<file path="src/rtl/dict_compressor.sv">
// Vector-quantising compressor: maps each 4-bit chunk of a 16-bit word to the nearest entry
// of a fixed 8-entry codebook, one chunk per cycle, and keeps a running distortion total.
module dict_compressor #(
  parameter int unsigned CHUNK_SIZE    = 4,
  parameter int unsigned CODEBOOK_SIZE = 8,
  parameter int unsigned INDEX_BITS    = $clog2(CODEBOOK_SIZE),
  parameter int unsigned NUM_CHUNKS    = 4
) (
  input  logic                             clk,
  input  logic                             rst_n,
  input  logic                             in_valid,
  output logic                             in_ready,
  input  logic [NUM_CHUNKS*CHUNK_SIZE-1:0] in_data,
  output logic                             out_valid,
  input  logic                             out_ready,
  output logic [NUM_CHUNKS*INDEX_BITS-1:0] out_index,
  output logic [2:0]                       out_dist,
  input  logic                             dist_clear,
  output logic [15:0]                      dist_total
);

  localparam int unsigned CntW = $clog2(NUM_CHUNKS);

  // Entry i lives at bits [4i+3:4i]; must match the decompressor's table.
  localparam logic [CODEBOOK_SIZE*CHUNK_SIZE-1:0] CodeTable = 32'h7C8F_B920;

  typedef enum logic [1:0] {StIdle, StEnc, StHold} state_e;

  state_e                          state_q;
  logic [CntW-1:0]                 cnt_q;
  logic [NUM_CHUNKS*CHUNK_SIZE-1:0] word_q;
  logic [2:0]                      dist_acc_q;

  logic [CHUNK_SIZE-1:0] chunk;
  logic [INDEX_BITS-1:0] best_idx;
  logic [2:0]            best_dist;
  logic [2:0]            cand;
  logic [16:0]           sum_wide;
  logic [15:0]           sum_sat;

  function automatic logic [2:0] ham(input logic [CHUNK_SIZE-1:0] x);
    logic [2:0] c;
    c = '0;
    for (int i = 0; i < int'(CHUNK_SIZE); i++) c = c + 3'(x[i]);
    return c;
  endfunction

  assign in_ready = rst_n && (state_q == StIdle);

  always_comb begin
    chunk = '0;
    for (int k = 0; k < int'(NUM_CHUNKS); k++) begin
      if (cnt_q == CntW'(k)) chunk = word_q[k*CHUNK_SIZE +: CHUNK_SIZE];
    end
  end

  // Strict '<' keeps the lowest index on ties.
  always_comb begin
    best_idx  = '0;
    best_dist = 3'd7;
    cand      = '0;
    for (int i = 0; i < int'(CODEBOOK_SIZE); i++) begin
      cand = ham(chunk ^ CodeTable[i*CHUNK_SIZE +: CHUNK_SIZE]);
      if (cand < best_dist) begin
        best_dist = cand;
        best_idx  = INDEX_BITS'(i);
      end
    end
  end

  assign sum_wide = {1'b0, dist_total} + 17'(out_dist);
  assign sum_sat  = sum_wide[16] ? 16'hFFFF : sum_wide[15:0];

  always_ff @(posedge clk or negedge rst_n) begin
    if (!rst_n) begin
      state_q    <= StIdle;
      cnt_q      <= '0;
      word_q     <= '0;
      dist_acc_q <= '0;
      out_valid  <= 1'b0;
      out_index  <= '0;
      out_dist   <= '0;
      dist_total <= '0;
    end else begin
      unique case (state_q)
        StIdle: begin
          if (in_valid) begin
            word_q     <= in_data;
            cnt_q      <= '0;
            dist_acc_q <= '0;
            state_q    <= StEnc;
          end
        end
        StEnc: begin
          for (int k = 0; k < int'(NUM_CHUNKS); k++) begin
            if (cnt_q == CntW'(k)) out_index[k*INDEX_BITS +: INDEX_BITS] <= best_idx;
          end
          dist_acc_q <= dist_acc_q + best_dist;
          cnt_q      <= cnt_q + 1'b1;
          if (cnt_q == CntW'(NUM_CHUNKS - 1)) begin
            out_dist  <= dist_acc_q + best_dist;
            out_valid <= 1'b1;
            cnt_q     <= '0;
            state_q   <= StHold;
          end
        end
        StHold: begin
          if (out_ready) begin
            out_valid <= 1'b0;
            state_q   <= StIdle;
          end
        end
        default: state_q <= StIdle;
      endcase

      // Clear has priority over a coincident handshake.
      if (dist_clear) dist_total <= '0;
      else if (state_q == StHold && out_ready) dist_total <= sum_sat;
    end
  end

endmodule
</file>
<file path="config.mk">
export PLATFORM = sky130hd
export DESIGN_NAME = dict_compressor
export DESIGN_NICKNAME = d
export VERILOG_FILES = /design/src/rtl/dict_compressor.sv
export SDC_FILE = /design/constraint.sdc
export NUM_CORES = 1
export LEC_CHECK = 0
export ABC_AREA = 0
export ABC_CLOCK_PERIOD_IN_PS = 22200
export BUFFER_PORTS_ARGS = -buffer_cell sky130_fd_sc_hd__buf_2
export CAP_MARGIN = 20
export CORE_MARGIN = 8
export CORE_UTILIZATION = 63
export DETAILED_ROUTE_END_ITERATION = 12
export MAX_ROUTING_LAYER = met4
export PLACE_DENSITY = 0.95
export SETUP_SLACK_MARGIN = 0.5
export SLEW_MARGIN = 20
export SYNTH_ARGS = -nofsm -noshare
export SYNTH_HDL_FRONTEND = slang
export SYNTH_SLANG_ARGS = --single-unit
</file>
<file path="constraint.sdc">
create_clock -name clk -period 22.2 [get_ports clk]
set_input_delay 5.55 -clock clk [delete_from_list [all_inputs] [get_ports clk]]
set_output_delay 5.55 -clock clk [all_outputs]
set_load 0.01 [all_outputs]
</file>
==> results.toml <==
[setup_path]
endpoint_kind = "primary output"
worst_setup_path_startpoint = "rst_n"
crit_type = "in -> out"
regToRegSetupSlack_ps = 10420
worst_setup_path_end = "in_ready"
critical_path.reg2reg.endpoint = "dist_acc_q[2]$_DFFE_PN0P_"
r2r_start = "cnt_q[1]$_DFFE_PN0P_"
cp-start-kind = "primary input"
worst-path-max-fanout = 56
worst-endpoint-required_ps = 16650
cell_count_of_the_worst_reg_to_reg_path = 48
timing.critical_path.arrival_ps = 6580

[die]
horizontal_die_dimension_um = 95.0
fp.dieArea_um2 = 9020
start_util_pct = 65.6
floorplan.io_pins = 54
core.rowCount = 28
core_um2 = 5990
die-height_um = 95.0

[worst_hold_path]
worst_hold_path.num_cells = 2
min-delay-path-class = "reg -> reg"
worst_hold_startpoint = "out_valid$_DFFE_PN0P_"

[global_route]
via_count_of_the_first_global_routing_pass = 3360
antenna_found_initial = 0
first_pass_grt_wire_length_um = 15000
grt_overflow = 0
grt_start_max_net_pins = 57
groute.usage.overall_pct = 21.0

[clock_network]
ctsLongestPathBuffers = 2
clk_root_buffer_cell = "clkbuf_8"
cts_num_sinks = 55
cts-hold-fix-buffers = 0
post_cts_resize_count = 0
htreeDepth = 2
tritoncts = "done"
post_cts.repair.setup_buffers = 0
numCtsBuffers = 5
clock_insertion_delay_worst_skew_ps = 310
path_clk_slew_ps = 100

[detailed_routing]
number_of_vias_per_cell_after_detailed_routing = 6.11
avg_wl_per_cell_um = 16.8
num_vias = 3232
drtIter0Drc = 211
finalWirelength_um = 8910
antenna_nets_post_route = 0
remaining_drc_errors = 0
first_drt_pass_iteration_count = 5

[sta]
time_the_final_worst_path_needs_with_i_o_delays_and_setup_ps = 12130
timing.clock.skew_ps = 5.44
finalHoldViolations = 0
post-route-period-util_pct = 54.7
tns_ps = 0
grt_setup_unrepaired = "no"
setup_ws_ps = 10070
timing_max_transition_violations_final = 0
finalSetupViolCount = 0
tightest_slew_ps = 750
worst_slew_margin_rel_pct = 50.0
clock.fmax_mhz = 82.4

[final_layout]
final_layout_size_suffix_gt1_share_pct = 22.2
final.fill_count = 408
antennaDiodeCount = 0
layout.cell_area.non_filler_um2 = 4350
syn2layout_area_growth_pct = 10.7
layout.cells.non_filler = 529
finalNetCount = 529

[logic_synthesis]
seq_area_frac_synth_pct = 35.0
netlist.area_leader.share_pct = 35.0
post_synth_num_cell_types = 58
synth-edff-count = 0
postSynthAreaPerCell_um2 = 9.73
synth_area_leader_cell = "dfrtp_1"
asyncSetResetFlopFracSynth_pct = 100
mappedNetlistNets = 480
yosys_most_used_dff = "dfrtp_1"
synth-warning-count = 0
netlist_area_um2 = 3930
yosys-top-cells-area = "dfrtp_1 (35%), ha_1 (14%), fa_1 (5.6%), mux2_2 (5.2%), nor2_1 (4.1%)"
synth.ff_latch_count = 55
postSynthCellCount = 404

[placement]
place.gp.congestion = 0.871
hpwl_after_detailed_placement_um = 6820
dpl.cell_count = 521
placement.cell_area_um2 = 4260
count_of_port_buffers_added_during_placement = 53
dp_slack_ps = 10040

[run_status]
outcome = "finished clean"

[job]
max-cap-violations = 0
## placed cells by master, fill, tap and decap left out, types with 4 or more instances in the layout
cell / count
nor3_1: 5
nand2_1: 29
buf_2: 53
ha_1: 44
nand3_1: 8
inv_1: 33
clkbuf_8: 5
a31oi_1: 7
a41oi_1: 6
a21o_1: 9
dfrtp_1: 55
o21ai_0: 11
a311oi_1: 4
a21oi_1: 28
a211oi_1: 9
fa_1: 11
nor2b_1: 4
o21ai_1: 4
mux2_2: 18
mux2i_1: 6
nor2_1: 42
## worst max-delay path, cell delays in order
cell     delay (ps)
buf_2            80
buf_4           530
nor3b_1         240
buf_2           160
## cell families (layout without fill, tap and decap cells)
logic type      count (synthesis)  count (layout)  share of synthesized area (%)
fa+ha+maj                      55              55                           19.6
xor+xnor                        3               3                          0.668
flops                          55              55                           35.0
buf+inv                        48              98                           4.61
mux                            26              26                           7.35
compound gates                104             104                           18.6
simple gates                  113             113                           14.1
## layer usage
layer,wire [um],share of wire (%),vias to the layer above,track usage [%]
li1,-,-,1525,-
met1,3790,43,1574,24.4
met2,4470,50,117,36.7
met3,523,5.9,16,3.65
met4,126,1.4,0,5.33
met5,0,0,-,-
## worst min path at each step
| stage | endpoint | slack (ps) |
|---|---|---|
| after global placement | out_index[11]$_DFFE_PN0P_ | 480 |
| after global routing | word_q[6]$_DFFE_PN0P_ | 540 |
| after detailed placement | out_valid$_DFFE_PN0P_ | 490 |
| final | out_valid$_DFFE_PN0P_ | 510 |
| after CTS | out_valid$_DFFE_PN0P_ | 510 |
| after floorplan | word_q[3]$_DFFE_PN0P_ | 480 |
## cell usage after synthesis, drive strengths merged, types with 4 or more instances
master  instances
a211oi         10
a21o            9
a21oi          29
a311oi          5
a31oi           7
a41oi           6
and2            4
clkbuf         12
dfrtp          55
fa             11
ha             44
inv            34
mux2           20
mux2i           6
nand2          29
nand2b          4
nand3           8
nor2           44
nor2b           4
nor3            7
o211ai          4
o21ai          16
o21bai          5
or3             4
## cell type report
class	instances	area, um^2	area share [%]
multi-input cells	301	2380	54.7
inverters	34	128	2.93
repair buffers	56	288	6.61
flip-flops and latches	55	1380	31.6
clock buffers	6	72.6	1.67
clock inverters	2	12.5	0.288
well taps	75	93.8	2.16
## through the flow
stage,utilization [%],hold WS [ps]
after global routing,72.6,536
final,72.6,508
after CTS,72.6,511
after detailed placement,71.2,489
after floorplan,-,481
after global placement,71.2,477
## registers in the layout, indices dropped and copies added, names as in the netlist
name	flops
dist_total	16
word_q	16
out_index	12
dist_acc_q	3
out_dist	3
cnt_q	2
state_q	2
out_valid	1
Power is left out: the tool's default activity adds up to more than one toggle a clock period on the data nets, which glitch-free logic cannot reach.
